--- src/rtl/lcd_bus_writer_if.sv ---
// CPU-side write port and 8080-style LCD write bus of lcd_bus_writer.
// The master drives the CPU store; the slave (the writer) owns status and bus pins.
interface lcd_bus_writer_if #(
    parameter int WIDTH = 18
);
    logic [1:0]       sel;
    logic             go;
    logic [WIDTH-1:0] a;
    logic [WIDTH-1:0] y;
    logic             full;
    logic [7:0]       lcd_d;
    logic             lcd_dcx;
    logic             lcd_wrx;
    logic             lcd_csx;

    modport master (
        output sel, go, a,
        input  y, full, lcd_d, lcd_dcx, lcd_wrx, lcd_csx
    );

    modport slave (
        input  sel, go, a,
        output y, full, lcd_d, lcd_dcx, lcd_wrx, lcd_csx
    );
endinterface

--- src/rtl/lcd_bus_writer.sv ---
// Buffers CPU cmd/data/pixel stores in a small FIFO and strobes them onto an 8-bit LCD bus.
// Define LCD_RGB565_EN to send each pixel as two RGB565 bytes instead of three RGB666 bytes.
module lcd_bus_writer #(
    parameter int WIDTH      = 18,
    parameter int DEPTH_LOG2 = 2,
    parameter int WR_LOW     = 1,
    parameter int WR_HIGH    = 1
) (
    input logic             clk,
    input logic             rst_n,
    lcd_bus_writer_if.slave bus
);
    localparam int DEPTH = 1 << DEPTH_LOG2;
    localparam int CW    = $clog2((WR_LOW > WR_HIGH) ? WR_LOW : WR_HIGH) + 1;
    localparam logic [DEPTH_LOG2:0]   DEPTH_C = (DEPTH_LOG2 + 1)'(DEPTH);
    localparam logic [DEPTH_LOG2-1:0] PTR_ONE = DEPTH_LOG2'(1);
    localparam logic [DEPTH_LOG2:0]   CNT_ONE = (DEPTH_LOG2 + 1)'(1);
    localparam logic [1:0] K_CMD = 2'd0;
    localparam logic [1:0] K_PIX = 2'd2;
`ifdef LCD_RGB565_EN
    localparam logic [1:0] PIX_LAST = 2'd1;
`else
    localparam logic [1:0] PIX_LAST = 2'd2;
`endif

    typedef enum logic [1:0] {ST_IDLE, ST_LOAD, ST_LOW, ST_HIGH} state_t;

    logic [19:0]           mem_q [DEPTH];
    logic [DEPTH_LOG2-1:0] wr_ptr_q, wr_ptr_d, rd_ptr_q, rd_ptr_d;
    logic [DEPTH_LOG2:0]   count_q, count_d;
    logic                  ovf_q, ovf_d;
    logic [3:0]            status_q, status_d;

    state_t                state_q;
    logic [1:0]            bidx_q;
    logic [CW-1:0]         tcnt_q;
    logic [1:0]            kind_q;
    logic [17:0]           pay_q;
    logic [7:0]            lcd_d_q;
    logic                  lcd_dcx_q, lcd_wrx_q, lcd_csx_q;

    logic                  fifo_full, fifo_empty, push_req, push, pop, ctl_clear;
    logic                  low_done, high_done, last_byte, busy_d;
    logic [19:0]           head;
    logic [1:0]            head_kind;
    logic [17:0]           head_pay;
    logic [7:0]            head_byte;

    // Byte idx of an entry as it appears on the bus; cmd/data carry one byte in payload[7:0].
    function automatic logic [7:0] byte_sel(input logic [1:0] kind, input logic [17:0] p,
                                            input logic [1:0] idx);
        logic [7:0] b;
        b = p[7:0];
        if (kind == K_PIX) begin
`ifdef LCD_RGB565_EN
            b = (idx == 2'd0) ? {p[17:13], p[11:9]} : {p[8:6], p[5:1]};
`else
            case (idx)
                2'd0:    b = {p[17:12], 2'b00};
                2'd1:    b = {p[11:6], 2'b00};
                default: b = {p[5:0], 2'b00};
            endcase
`endif
        end
        return b;
    endfunction

    assign fifo_full  = (count_q == DEPTH_C);
    assign fifo_empty = (count_q == '0);
    assign push_req   = bus.go && (bus.sel != 2'd3);
    assign push       = push_req && !fifo_full;
    assign ctl_clear  = bus.go && (bus.sel == 2'd3) && bus.a[0];

    assign head      = mem_q[rd_ptr_q];
    assign head_kind = head[19:18];
    assign head_pay  = head[17:0];
    assign head_byte = byte_sel(head_kind, head_pay, 2'd0);

    assign low_done  = (tcnt_q == CW'(WR_LOW - 1));
    assign high_done = (tcnt_q == CW'(WR_HIGH - 1));
    assign last_byte = (kind_q != K_PIX) || (bidx_q == PIX_LAST);
    // A pop happens only when the serializer is ready to start a fresh entry.
    assign pop = !fifo_empty &&
                 ((state_q == ST_IDLE) || ((state_q == ST_HIGH) && high_done && last_byte));

    always_comb begin
        wr_ptr_d = wr_ptr_q;
        rd_ptr_d = rd_ptr_q;
        count_d  = count_q;
        ovf_d    = ovf_q;
        if (push) wr_ptr_d = wr_ptr_q + PTR_ONE;
        if (pop)  rd_ptr_d = rd_ptr_q + PTR_ONE;
        case ({push, pop})
            2'b10:   count_d = count_q + CNT_ONE;
            2'b01:   count_d = count_q - CNT_ONE;
            default: count_d = count_q;
        endcase
        if (push_req && fifo_full) ovf_d = 1'b1;
        if (ctl_clear)             ovf_d = 1'b0;
    end

    // Busy after this edge: a pop always starts a transfer; otherwise only the last HIGH ends one.
    assign busy_d = (count_d != '0) || pop ||
                    ((state_q != ST_IDLE) && !((state_q == ST_HIGH) && high_done && last_byte));
    assign status_d = {ovf_d, busy_d, (count_d == DEPTH_C), (count_d == '0)};

    always_ff @(posedge clk) begin
        if (push) mem_q[wr_ptr_q] <= {bus.sel, bus.a[17:0]};
    end

    always_ff @(posedge clk or negedge rst_n) begin
        if (!rst_n) begin
            wr_ptr_q <= '0;
            rd_ptr_q <= '0;
            count_q  <= '0;
            ovf_q    <= 1'b0;
            status_q <= 4'b0001;
        end else begin
            wr_ptr_q <= wr_ptr_d;
            rd_ptr_q <= rd_ptr_d;
            count_q  <= count_d;
            ovf_q    <= ovf_d;
            status_q <= status_d;
        end
    end

    always_ff @(posedge clk or negedge rst_n) begin
        if (!rst_n) begin
            state_q   <= ST_IDLE;
            bidx_q    <= 2'd0;
            tcnt_q    <= '0;
            kind_q    <= K_CMD;
            pay_q     <= '0;
            lcd_d_q   <= 8'h00;
            lcd_dcx_q <= 1'b1;
            lcd_wrx_q <= 1'b1;
            lcd_csx_q <= 1'b1;
        end else begin
            case (state_q)
                ST_IDLE: begin
                    lcd_wrx_q <= 1'b1;
                    if (pop) begin
                        kind_q    <= head_kind;
                        pay_q     <= head_pay;
                        bidx_q    <= 2'd0;
                        lcd_d_q   <= head_byte;
                        lcd_dcx_q <= (head_kind != K_CMD);
                        lcd_csx_q <= 1'b0;
                        state_q   <= ST_LOAD;
                    end else begin
                        lcd_csx_q <= 1'b1;
                    end
                end
                ST_LOAD: begin
                    lcd_wrx_q <= 1'b0;
                    tcnt_q    <= '0;
                    state_q   <= ST_LOW;
                end
                ST_LOW: begin
                    if (low_done) begin
                        lcd_wrx_q <= 1'b1;
                        tcnt_q    <= '0;
                        state_q   <= ST_HIGH;
                    end else begin
                        tcnt_q <= tcnt_q + CW'(1);
                    end
                end
                ST_HIGH: begin
                    if (high_done) begin
                        tcnt_q <= '0;
                        if (!last_byte) begin
                            bidx_q  <= bidx_q + 2'd1;
                            lcd_d_q <= byte_sel(kind_q, pay_q, bidx_q + 2'd1);
                            state_q <= ST_LOAD;
                        end else if (pop) begin
                            // Chip select stays asserted across back-to-back entries.
                            kind_q    <= head_kind;
                            pay_q     <= head_pay;
                            bidx_q    <= 2'd0;
                            lcd_d_q   <= head_byte;
                            lcd_dcx_q <= (head_kind != K_CMD);
                            state_q   <= ST_LOAD;
                        end else begin
                            lcd_csx_q <= 1'b1;
                            state_q   <= ST_IDLE;
                        end
                    end else begin
                        tcnt_q <= tcnt_q + CW'(1);
                    end
                end
                default: state_q <= ST_IDLE;
            endcase
        end
    end

    assign bus.y       = {{(WIDTH - 4){1'b0}}, status_q};
    assign bus.full    = status_q[1];
    assign bus.lcd_d   = lcd_d_q;
    assign bus.lcd_dcx = lcd_dcx_q;
    assign bus.lcd_wrx = lcd_wrx_q;
    assign bus.lcd_csx = lcd_csx_q;
endmodule

--- src/flat_wrapper.sv ---
// flat-port wrapper written by rule: the top's interface ports become plain ports
module lcd_bus_writer_flat 
#(
    parameter int WIDTH      = 18,
    parameter int DEPTH_LOG2 = 2,
    parameter int WR_LOW     = 1,
    parameter int WR_HIGH    = 1
)
  (clk, rst_n, bus_sel, bus_go, bus_a, bus_y, bus_full, bus_lcd_d, bus_lcd_dcx, bus_lcd_wrx, bus_lcd_csx);
  lcd_bus_writer_if #(.WIDTH(WIDTH)) bus_i ();
  input logic clk;
  input logic rst_n;
  input wire logic [$bits(bus_i.sel)-1:0] bus_sel;
  input wire logic [$bits(bus_i.go)-1:0] bus_go;
  input wire logic [$bits(bus_i.a)-1:0] bus_a;
  output wire logic [$bits(bus_i.y)-1:0] bus_y;
  output wire logic [$bits(bus_i.full)-1:0] bus_full;
  output wire logic [$bits(bus_i.lcd_d)-1:0] bus_lcd_d;
  output wire logic [$bits(bus_i.lcd_dcx)-1:0] bus_lcd_dcx;
  output wire logic [$bits(bus_i.lcd_wrx)-1:0] bus_lcd_wrx;
  output wire logic [$bits(bus_i.lcd_csx)-1:0] bus_lcd_csx;
  assign bus_i.sel = bus_sel;
  assign bus_i.go = bus_go;
  assign bus_i.a = bus_a;
  assign bus_y = bus_i.y;
  assign bus_full = bus_i.full;
  assign bus_lcd_d = bus_i.lcd_d;
  assign bus_lcd_dcx = bus_i.lcd_dcx;
  assign bus_lcd_wrx = bus_i.lcd_wrx;
  assign bus_lcd_csx = bus_i.lcd_csx;
  lcd_bus_writer #(.WIDTH(WIDTH), .DEPTH_LOG2(DEPTH_LOG2), .WR_LOW(WR_LOW), .WR_HIGH(WR_HIGH)) u_core (.clk(clk), .rst_n(rst_n), .bus(bus_i));
endmodule
--- config.mk ---
export PLATFORM = sky130hd
export DESIGN_NAME = lcd_bus_writer_flat
export DESIGN_NICKNAME = d
export VERILOG_FILES = /design/src/rtl/lcd_bus_writer_if.sv /design/src/rtl/lcd_bus_writer.sv /design/src/flat_wrapper.sv
export SDC_FILE = /design/constraint.sdc
export NUM_CORES = 1
export LEC_CHECK = 0
export CAP_MARGIN = 20
export CORE_AREA = 10 10 114 116
export DETAILED_ROUTE_END_ITERATION = 8
export DIE_AREA = 0 0 124 126
export GPL_ROUTABILITY_DRIVEN = 0
export PLACE_DENSITY = 0.74
export SYNTH_ARGS = -nofsm -noshare
export SYNTH_HDL_FRONTEND = slang
export SYNTH_SLANG_ARGS = --single-unit
--- constraint.sdc ---
create_clock -name clk -period 2.65 [get_ports clk]
set_input_delay 0.795 -clock clk [delete_from_list [all_inputs] [get_ports clk]]
set_output_delay 0.795 -clock clk [all_outputs]
set_load 0.05 [all_outputs]
### After elaboration in Yosys (flattened, before gate mapping)

Memory sizes are Yosys's and may differ from the RTL's.
Cells that the tools add are included.

| word-level totals | value |
|---|---|
| output and inout port bits | 30 |
| word-level logic and storage cells | 116 |
| memories kept | 1 |
| bits in registers | 48 |
| RAM bits | 80 |

| operators by class | value |
|---|---|
| reduce and logical (&&, ||, !) cells | 32 |
| multiplexer cells | 43 |
| bitwise gates (word level) | 1 |
| $add $sub $neg | 6 |
| equality and inequality tests | 19 |

Memory list:

| name | depth | bits a word | rd ports | clocked after memory_dff | write ports | RTL line | text |
|---|---|---|---|---|---|---|---|
| u_core.mem_q | 4 | 20 | 1 | 0 | 1 | lcd_bus_writer.sv:28 | `logic [19:0] mem_q [DEPTH];` |

Operators by type and width:

| cell | number |
|---|---|
| $mux W18 | 3 |
| $mux W8 | 5 |
| $pmux W18 S2 | 1 |
| $pmux W8 S2 | 2 |
| $mux W2 | 10 |
| $eq A2 B2 Y1 const B | 7 |
| $mux W1 | 14 |
| $ne A2 B2 Y1 const B | 5 |
| $logic_and A1 B1 Y1 | 9 |
| $pmux W2 S2 | 2 |
| $pmux W2 S4 | 1 |
| $reduce_bool A2 Y1 | 4 |
| $add A2 B1 Y2 const B | 3 |
| $eq A2 B1 Y1 const B | 3 |
| $eq A3 B3 Y1 const B | 2 |
| $logic_not A3 Y1 | 2 |
| $pmux W1 S2 | 3 |
| $pmux W3 S2 | 1 |
| $reduce_and A3 Y1 | 2 |
| $reduce_bool A3 Y1 | 2 |
| $logic_not A2 Y1 | 2 |
| $logic_or A1 B1 Y1 | 4 |
| $ne A2 B1 Y1 const B | 2 |
| $reduce_and A2 Y1 | 2 |
| 8 further kinds | 10 |

### Logic depth before layout (Yosys ltp)

Gate-level depths: netlist of run 1.

| depth | value |
|---|---|
| depth in word-level cells | 10 |
| gate-level depth with buffers | 11 |
| mapped depth without buffers | 11 |

### Worst setup path before layout of run 1

Ideal clock, no wire load.

| timing | value |
|---|---|
| kind | input -> register |
| from | input bus_sel[1] |
| to | register u_core.status_q[0] |
| setup slack | 0.112 ns |
| data arrival time | 2.471 ns |
| cell stages on the path | 9 |
| cells stage by stage | a221oi_2 > inv_1 > ha_1 > fa_1 > xnor2_1 > nor2_1 > xnor2_1 > inv_1 > nor2_1 |

| on the way | value |
|---|---|
| word-level cells in the longest chain between the ends | 6 |
| elaborated cells between the ends (all ways) | 7 |
| classes of those cells | eq/ne (3); mux (1); reduce/logical (3) |

RTL lines:

| item | RTL line | text |
|---|---|---|
| start: declaration | flat_wrapper.sv:13 | `input wire logic [$bits(bus_i.sel)-1:0] bus_sel;` |
| $ne A2 B2 Y1 (*) | lcd_bus_writer.sv:70 | `assign push_req = bus.go && (bus.sel != 2'd3);` |
| $logic_and A1 B1 Y1 (*) | lcd_bus_writer.sv:70 |  |
| $logic_and A1 B1 Y1 (*) | lcd_bus_writer.sv:71 | `assign push = push_req && !fifo_full;` |
| $eq A2 B1 Y1 / $eq A2 B2 Y1 (equally long branches) | lcd_bus_writer.sv:93 | `case ({push, pop})` |
| $pmux W3 S2 (*) | lcd_bus_writer.sv:93 |  |
| net u_core.count_d[2] | lcd_bus_writer.sv:30 | `logic [DEPTH_LOG2:0] count_q, count_d;` |
| $logic_not A3 Y1 (*) | lcd_bus_writer.sv:105 | `assign status_d = {ovf_d, busy_d, (count_d == DEPTH_C), (count_d == '0)};` |
| net u_core.status_d[0] | lcd_bus_writer.sv:32 | `logic [3:0] status_q, status_d;` |
| end signal: assignment | lcd_bus_writer.sv:123 | `status_q <= status_d;` |
| end: declaration | lcd_bus_writer.sv:32 |  |

Mark *: on every way through the listed nets, which the timed path passes. The rest lies on a longest branch.
A chain may end at the register's enable or synchronous reset.

### Worst setup path in the final report of run 1

| timing | value |
|---|---|
| from | register u_core.lcd_d_q[4], in the netlist u_core.bus.lcd_d[4] |
| to | output bus_lcd_d[4] |

RTL lines:

| item | RTL line | text |
|---|---|---|
| start: declaration | lcd_bus_writer.sv:39 | `logic [7:0] lcd_d_q;` |
| start signal: assignment | lcd_bus_writer.sv:146 | `lcd_d_q <= head_byte;` |
| start signal: assignment | lcd_bus_writer.sv:173 | `lcd_d_q <= byte_sel(kind_q, pay_q, bidx_q + 2'd1);` |
| start signal: assignment | lcd_bus_writer.sv:180 | `lcd_d_q <= head_byte;` |
| end: declaration | flat_wrapper.sv:18 | `output wire logic [$bits(bus_i.lcd_d)-1:0] bus_lcd_d;` |

No word-level cell between the ends.

==> summary.md, run 1 <==
| Metric | Value |
|---|---|
| WP data required | `between 1.5 and 2 ns` |
| Worst-Margin Slew | `about 0.67 ns` |
| LEAKAGE | `between 2 and 3 nW` |
| Kind of critical path | `reg2out` |
| Num ports | `between 50 and 60` |
| Flop pwr share | `roughly 34%` |
| Clock sinks | `about 130` |
| Startpoint Class | `register` |
| EDFF count, synth | `80` |
| Ys flop type | `edfxtp_1` |
| Final ANT Viol Nets | `0` |
| Layout Skew | `0.0106 ns` |
| Core ar. | `between 0.01 and 0.015 mm²` |
| Post-synthesis cell count | `between 300 and 400` |
| H-Tree Depth | `4` |
| Slowest cell on crit path | `clkdlybuf4s50_1` |
| CP top delay family | `buffers and inverters` |
| Final wirelength | `about 10000 µm` |
| Worst Path Buf+Inv | `1` |
| Power Density | `between 1000 and 1500 mW/mm²` |
| Vias in the first global route | `roughly 3200` |
| Status | `complete, no violations` |
| Crit share post-route | `95.0%` |
| Clock latency at the later pin of the worst-skew pair | `approximately 0.51 ns` |
| 1st-iter DRT viols | `around 180` |
| Diode count | `0` |
| Largest net degree at the start of global routing | `47` |
| RSZ-0062 raised after global routing | `false` |
| Pint | `between 5 and 6 mW` |
| Tmin final | `2.52 ns` |
| Multi-input logic area | `roughly 0.0017 mm²` |
| Comb pwr share | `between 30% and 40%` |
| Clock power frac | `27.3%` |
| Die area | `roughly 0.016 mm²` |
| # DRC | `0` |
| Cell total after placement | `~540` |
| Final setup margin | `approximately 0.13 ns` |
| Core Util, Final | `around 62%` |
| Slew Viols, Final | `0` |
| Most frequent cells in the layout | `80 x edfxtp_1, 78 x nand2_1, 42 x dfrtp_1` |
| Initial Util | `roughly 50%` |
| GRT Util Overall | `between 10 and 15%` |
| Crit-path cells | `clkdlybuf4s50_1` |
| Critical path's largest stage delay | `around 0.83 ns` |
| FF+latch area | `0.00356 mm²` |
| Share of synthesized registers carrying an async set or reset | `~37%` |
| DP Worst Slack | `-0.314 ns` |
| CTS tree | `built` |
| Fill count | `roughly 760` |
| Layout area overhead | `23.0%` |
| Gr ovfl total | `0` |
| First-pass GRT wire length | `approximately 17000 µm` |
| CTS Hold Bufs | `0` |
| Max_cap viols | `0` |
| Arrival time worst endpoint | `around 1.7 ns` |
| R2R setup slack | `0.23 ns` |
| Reg2reg end | `u_core.status_q[0]` |
| Crit path max fanout | `2` |
| #FFs+latches synth | `roughly 130` |
| Final cell count without fillers | `572` |
| DIE HEIGHT | `between 100 and 150 µm` |
| Max frequency | `397 MHz` |
| DP HPWL | `around 6600 µm` |
| Power, Total | `around 8.9 mW` |
| Row count | `38` |
| Nets | `approximately 460` |
| Reg-to-reg startpoint | `u_core.state_q[1]` |
| Final Setup Violations | `0` |
| Num CTS Buffers | `17` |
| Cell count of the worst reg-to-reg path | `11` |
| Total negative setup slack | `0 ns` |
| Net Sw Power | `roughly 3.3 mW` |
| Post-Syn Area | `between 0.005 and 0.006 mm²` |
| Synth Area per Inst | `~15 µm²` |
| Sw frac | `a little under two fifths` |
| Die outline width | `124 µm` |
| DR vias | `between 3000 and 4000` |
| IO buf count | `38` |
| DRT Pass-1 Iters | `4` |
| Routed len/inst | `18.1 µm` |
| Worst Hold Slack | `between 0.3 and 0.4 ns` |
| Yosys warns | `0` |
| CP startpoint | `u_core.bus.lcd_d[4]` |
| Clock transition at path regs | `roughly 0.060 ns` |
| Maximum clock path buffer count | `2` |
| Crit path capture type | `primary output` |
| Unique masters post-synth | `a little under 50` |
| Normalized max-slew margin | `between 50 and 60%` |
| Share of cells above drive strength 1 | `23.8%` |
| Peak VDD IR | `slightly above 0.6 mV` |
| Root buf cell | `clkbuf_8` |
| Vias per cell | `between 5 and 6` |
| Most common cell after layout, fill and taps aside | `edfxtp_1` |
| Seq/Total Area, Yosys | `about 66%` |
| Placed cell area | `between 0.005 and 0.006 mm²` |
| Final Hold Viols | `0` |
| Initial antenna violation count | `0` |
| Min-delay worst type | `in2async` |
| Design area | `0.00664 mm²` |
## Yosys cell counts, drive strengths merged, types with 2 or more instances
| cell type | instances | area (µm²) |
|---|---|---|
| inv | 10 | 37.5 |
| dfrtp | 42 | 1050 |
| nand3 | 6 | 55.1 |
| a221oi | 2 | 23.8 |
| o211ai | 6 | 70.1 |
| clkbuf | 3 | 11.3 |
| o21ai | 11 | 58.8 |
| nand2 | 78 | 293 |
| edfxtp | 80 | 2400 |
| nor3 | 3 | 20.0 |
| nor2 | 6 | 25.0 |
| xnor2 | 5 | 43.8 |
| nor3b | 2 | 26.3 |
| a22oi | 13 | 97.6 |
| and2 | 4 | 25.0 |
| ha | 13 | 163 |
| a21oi | 2 | 10.0 |
| mux2 | 2 | 22.5 |
| dfstp | 4 | 105 |
| buf | 26 | 195 |
| a31oi | 2 | 12.5 |
| mux4 | 20 | 450 |
## flip-flops by register name, summed over array words and instances (netlist names)
register,cells
u_core.count_q,3
u_core.kind_q,2
u_core.ovf_q,1
u_core.bidx_q,2
u_core.mem_q,80
u_core.bus.lcd_dcx,1
u_core.status_q,3
u_core.wr_ptr_q,2
u_core.pay_q,18
u_core.bus.lcd_csx,1
u_core.rd_ptr_q,2
u_core.state_q,2
u_core.bus.lcd_wrx,1
u_core.bus.lcd_d,8
## power by group through the flow
stage / sequential [mW] / clock, mW / combinational, mW
floorplan: 3.23 / 0 / 2.32
global placement: 2.98 / 0 / 3.35
detailed placement: 3.01 / 0 / 3.43
CTS: 2.98 / 2.45 / 3.46
global route: 3.04 / 2.54 / 3.82
finish: 2.98 / 2.43 / 3.47
## what timing repair did
item,4_1_cts,5_1_grt
buffers inserted,0,1
pin swaps,0,3
setup endpoints to repair,3,5
gates resized for setup,3,6
cloned,0,0
## cell type report
class,count,share of cell area (%)
clock buffers,17,6.24
clock inverters,15,3.15
inverters,10,0.566
multi-input cells,206,25.1
flip-flops and latches,126,53.6
well taps,140,2.64
repair buffers,58,8.65
## how the worst max path moves through the flow
stage,end,slack [ns],cells past startpoint
after global routing,u_core.status_q[0],0.002,11
after detailed placement,u_core.status_q[0],-0.31,10
after global placement,u_core.status_q[0],-0.22,10
final,bus_lcd_d[4],0.13,1
after CTS,bus_y[0],0.002,1
after floorplan,u_core.status_q[0],0.11,9
## logic make-up after synthesis
family / share of synthesized area (%)
DFF: 66.0
and+or+nand+nor: 9.42
AOI/OAI and AO/OA: 6.73
buffers and inverters: 4.52
muxes: 8.95
adders and majority gates: 3.39
xor gates and xnor gates: 0.974
other: 0.0695
## metal layers
layer  part of all wire (%)  vias up  global-route usage (%)
met5                      0        -                       0
met4                    1.3        0                    5.56
met3                    5.0       15                    3.53
met2                     51       83                    22.7
met1                     42     1564                    17.0
li1                       -     1414                       -
No activity file was read; power rests on OpenSTA's default activity.
==> run 2, diff against run 1 <==
--- a/constraint.sdc
+++ b/constraint.sdc
@@ -3,2 +3,2 @@
 set_output_delay 0.795 -clock clk [all_outputs]
-set_load 0.05 [all_outputs]
+set_load 0.01 [all_outputs]
==> run 2 against run 1 <==
Effect of this change:
- setup slack improved by 0.041 ns
- first-iteration DRC count decreased by 1.7%
- total power decreased by 3.5%
- fmax increased by 1.7%
- utilization about the same
- non-clock buffer count unchanged
- die area unchanged
- clock skew about the same
- final area about the same
- critical path type is now in2reg
- highest routed layer unchanged
==> summary.md, run 2 (synthesized netlist as in run 1, its figures left out) <==
| Metric | Value |
|---|---|
| Diode count | `0` |
| DRT Pass-1 Iters | `4` |
| Design area | `0.00664 mm²` |
| Kind of critical path | `in2reg` |
| Worst Hold Slack | `approximately 0.37 ns` |
| Status | `complete, no violations` |
| Final cell count without fillers | `around 570` |
| Layout area overhead | `23.1%` |
| Clock sinks | `126` |
| Routed len/inst | `roughly 18 µm` |
| DIE HEIGHT | `~130 µm` |
| Max_cap viols | `0` |
| Die outline width | `between 100 and 150 µm` |
| Crit path max fanout | `3` |
| Final Hold Viols | `0` |
| CTS tree | `built` |
| Most frequent cells in the layout | `80 x edfxtp_1, 78 x nand2_1, 42 x dfrtp_1` |
| Fill count | `765` |
| DP HPWL | `approximately 6600 µm` |
| FF+latch area | `about 0.0036 mm²` |
| Maximum clock path buffer count | `2` |
| Tmin final | `between 2 and 2.5 ns` |
| Multi-input logic area | `approximately 0.0017 mm²` |
| DP Worst Slack | `-0.314 ns` |
| Slew Viols, Final | `0` |
| IO buf count | `38` |
| Initial Util | `approximately 50%` |
| Final ANT Viol Nets | `0` |
| First-pass GRT wire length | `16700 µm` |
| H-Tree Depth | `4` |
| Largest net degree at the start of global routing | `between 40 and 50` |
| WP data required | `slightly above 3 ns` |
| Max frequency | `between 400 and 500 MHz` |
| LEAKAGE | `between 2 and 3 nW` |
| Clock latency at the later pin of the worst-skew pair | `0.51 ns` |
| Worst-Margin Slew | `approximately 0.66 ns` |
| Largest Register | `u_core.mem_q` |
| Num ports | `53` |
| Placed cell area | `about 0.006 mm²` |
| Vias per cell | `around 5.3` |
| Initial antenna violation count | `0` |
| Final wirelength | `between 10000 and 15000 µm` |
| Vias in the first global route | `about 3200` |
| Crit share post-route | `about 93%` |
| Power Density | `around 1300 mW/mm²` |
| Root buf cell | `clkbuf_8` |
| Final setup margin | `approximately 0.17 ns` |
| Die area | `~0.016 mm²` |
| Row count | `38` |
| Gr ovfl total | `0` |
| Clock transition at path regs | `around 0.060 ns` |
| Share of cells above drive strength 1 | `between 20% and 30%` |
| Num CTS Buffers | `17` |
| Core ar. | `between 0.01 and 0.015 mm²` |
| Max reg flops | `80` |
| Peak VDD IR | `0.604 mV` |
| Crit path capture type | `register` |
| Startpoint Class | `input port` |
| Most common cell after layout, fill and taps aside | `edfxtp_1` |
| 1st-iter DRT viols | `about 170` |
| DR vias | `between 3000 and 4000` |
| Min-delay worst type | `in2async` |
| Normalized max-slew margin | `a little under three fifths` |
| Layout Skew | `between 0.01 and 0.015 ns` |
| Nets | `around 460` |
| GRT Util Overall | `13.9%` |
| # DRC | `0` |
| Arrival time worst endpoint | `~2.9 ns` |
| Final Setup Violations | `0` |
| Cell total after placement | `around 540` |
==> run 2: changes by cell type in the layout (fill, tap and decap cells not counted), sizes merged <==
cell,change
clkdlybuf4s50,+4
dlygate4sd2,-3
dlymetal6s2s,-1
==> run 2: what timing repair did <==
action	CTS	global route
endpoints found under the hold margin	0	0
resized for setup	0	5
setup endpoints to repair	0	4
hold buffers	0	0
setup buffers	0	1
==> run 2: final cells by class <==
type	instances	area share, %
sequential	126	53.6
multi-input combinational	206	25.1
timing repair buffer	58	8.67
clock buffer	17	6.24
clock inverter	15	3.15
tap	140	2.64
inverter	10	0.565
==> run 2: where the power goes <==
part / total, mW / switching [mW] / internal [mW]
registers: 2.99 / 0.312 / 2.67
logic: 3.16 / 1.74 / 1.42
clock network: 2.42 / 0.881 / 1.54
==> run 2: routing by layer <==
| metal | up-vias | track usage [%] | share of wire [%] |
|---|---|---|---|
| met5 | - | 0 | 0 |
| met4 | 0 | 5.56 | 1.4 |
| met3 | 15 | 3.53 | 5.4 |
| met2 | 81 | 22.7 | 51 |
| met1 | 1541 | 17.0 | 42 |
| li1 | 1415 | - | - |
==> run 2: worst max-delay path, cell delays in order <==
cell,delay [ns]
clkdlybuf4s50_1,0.45
a221oi_2,0.33
inv_1,0.09
ha_1,0.23
fa_1,0.38
xnor2_1,0.16
nor2_1,0.07
xnor2_1,0.23
inv_1,0.09
nor2_1,0.11
==> run 2: path summary, 6_finish.rpt <==
check,depth (start not counted),endpoint,slack [ns],start
max in group asynchronous,2,u_core.pay_q[8],1.87,rst_n
worst min register to register,2,u_core.bus.lcd_dcx,0.46,u_core.bus.lcd_dcx
worst max-delay path,10,u_core.status_q[0],0.17,bus_sel[1]
worst max register to register,11,u_core.status_q[0],0.22,u_core.state_q[1]
worst min-delay path,2,u_core.wr_ptr_q[0],0.37,rst_n
min in group clk,2,u_core.bus.lcd_dcx,0.46,u_core.bus.lcd_dcx
==> run 2: stage by stage <==
| step | TNS (ns) | utilization, % | power (mW) |
|---|---|---|---|
| after floorplan | 0 | - | 5.22 |
| after global placement | -0.798 | 55.9 | 6.00 |
| after detailed placement | -1.22 | 55.9 | 6.11 |
| after CTS | 0 | 61.7 | 8.58 |
| after global routing | -0.00476 | 62.1 | 9.09 |
| final | 0 | 62.1 | 8.57 |
==> run 3, diff against run 2 <==
GPL_TIMING_DRIVEN = 0   (was default)
RECOVER_POWER = 50   (was default)
==> run 3 against run 2 <==
Effect of this change:
- final area grew 0.98%
- sequential share of layout area shrank 0.52 points
- wire length grew 0.38%
- global-route usage grew 0.27 points
- critical path type is now reg2reg
- critical endpoint is now u_core.status_q[2]
- largest power group unchanged
- highest routed layer unchanged
==> summary.md, run 3 (synthesized netlist as in run 1, its figures left out) <==
| Metric | Value |
|---|---|
| Status | `complete, no violations` |
| Die outline width | `approximately 120 µm` |
| Most common cell after layout, fill and taps aside | `edfxtp_1` |
| Final Setup Violations | `0` |
| Normalized max-slew margin | `between 20% and 30%` |
| Share of cells above drive strength 1 | `roughly 25%` |
| DRT Pass-1 Iters | `5` |
| Tmin final | `2.48 ns` |
| Net Sw Power | `2.94 mW` |
| Largest net degree at the start of global routing | `41` |
| Root buf cell | `clkbuf_8` |
| CTS tree | `built` |
| Comb pwr share | `about two fifths` |
| Crit share post-route | `93.7%` |
| Vias per cell | `5.21` |
| Max reg flops | `80` |
| Total negative setup slack | `0 ns` |
| Nets | `474` |
| Maximum clock path buffer count | `2` |
| Vias in the first global route | `roughly 3200` |
| Worst-Margin Slew | `between 1 and 1.5 ns` |
| Clock transition at path regs | `around 0.060 ns` |
| Flop pwr share | `34.7%` |
| Slew Viols, Final | `0` |
| Diode count | `0` |
| Die area | `around 0.016 mm²` |
| Clock power frac | `about 27%` |
| Final Hold Viols | `0` |
| Initial Util | `50.4%` |
| Max_cap viols | `0` |
| Kind of critical path | `reg2reg` |
| Core Util, Final | `around 63%` |
| H-Tree Depth | `4` |
| Num ports | `53` |
| DIE HEIGHT | `roughly 130 µm` |
| DR vias | `slightly above 3000` |
| Layout Skew | `~0.013 ns` |
| First-pass GRT wire length | `16900 µm` |
| Power Density | `1290 mW/mm²` |
| Largest Register | `u_core.mem_q` |
| Max frequency | `about 400 MHz` |
| Min-delay worst type | `in2async` |
| Initial antenna violation count | `0` |
| Layout area overhead | `24.3%` |
| Peak VDD IR | `roughly 0.57 mV` |
| Startpoint Class | `register` |
| Sw frac | `34.0%` |
| CP startpoint | `u_core.state_q[1]` |
| # DRC | `0` |
| Final ANT Viol Nets | `0` |
| Reg-to-reg startpoint | `u_core.state_q[1]` |
| DP HPWL | `6660 µm` |
| 1st-iter DRT viols | `between 100 and 150` |
| Pint | `between 5 and 6 mW` |
| Crit path capture type | `register` |
| WP data required | `about 3.0 ns` |
| Final wirelength | `~10000 µm` |
| IO buf count | `38` |
| LEAKAGE | `about 2.6 nW` |
| Fill count | `about 790` |
| Most frequent cells in the layout | `80 x edfxtp_1, 78 x nand2_1, 42 x dfrtp_1` |
| Gr ovfl total | `0` |
| Clock latency at the later pin of the worst-skew pair | `around 0.51 ns` |
| Core ar. | `~0.011 mm²` |
| GRT Util Overall | `about 14%` |
| Routed len/inst | `~18 µm` |
| Num CTS Buffers | `17` |
| Crit path max fanout | `6` |
| Arrival time worst endpoint | `2.87 ns` |
| Row count | `38` |
| Clock sinks | `126` |
-- run 3: through the flow --
| stage | total power [mW] | cells | worst slack (ns) | instance area (µm²) | hold slack (ns) |
|---|---|---|---|---|---|
| after floorplan | 5.22 | 371 | 0.112 | 5440 | 0.446 |
| after global placement | 6.04 | 549 | -0.604 | 6000 | 0.453 |
| after detailed placement | 6.12 | 550 | -0.676 | 6010 | 0.453 |
| after CTS | 8.60 | 586 | 0.0118 | 6670 | 0.108 |
| after global routing | 9.22 | 590 | -0.0332 | 6700 | 0.201 |
| final | 8.65 | 590 | 0.166 | 6700 | 0.184 |
-- run 3: final timing paths --
check / end / slack, ns / cells past startpoint
max: u_core.status_q[2] / 0.17 / 11
min: u_core.status_q[1] / 0.18 / 1
max reg2reg: u_core.status_q[2] / 0.17 / 11
min reg2reg: u_core.pay_q[14] / 0.48 / 2
max in group asynchronous: u_core.pay_q[14] / 1.16 / 2
min in group clk: u_core.pay_q[14] / 0.48 / 2
-- run 3: critical path, stage by stage, from the launching register on --
cell and delay, ns:
dfrtp_1 0.41, inv_2 0.08, ha_4 0.19, nor4b_4 0.36, nor3_4 0.08, ha_2 0.21, fa_1 0.37, xnor2_1 0.18
nor2_1 0.07, xnor2_1 0.18, buf_4 0.15, nand3b_1 0.07
-- run 3: repair_timing --
action,4_1_cts,5_1_grt
hold buffers,0,0
pin swaps,2,5
endpoints found under the setup margin,85,84
resized for setup,5,9
setup buffers,4,4
-- run 3: power by group through the flow --
stage	clock [mW]	combinational, mW	sequential (mW)
4_1_cts	2.35	3.25	3.00
3_5_place_dp	0	3.10	3.03
6_report	2.31	3.33	3.00
5_1_grt	2.44	3.71	3.06
2_1_floorplan	0	2.25	2.97
3_3_place_gp	0	3.05	2.99
-- run 3: final cells by class --
class	count	area [µm²]	area share [%]
flip-flops and latches	126	3560	53.1
multi-input cells	206	1710	25.5
clock buffers	21	429	6.40
repair buffers	47	423	6.31
plain buffers	29	206	3.08
well taps	140	175	2.61
clock inverters	11	166	2.48
inverters	10	37.5	0.560
-- run 3: per-layer routing --
layer	up-vias	wire, µm	global-route usage [%]
li1	1456	-	-
met1	1535	4290	17.0
met2	78	5420	23.2
met3	4	630	4.78
met4	0	60	4.81
met5	-	0	0
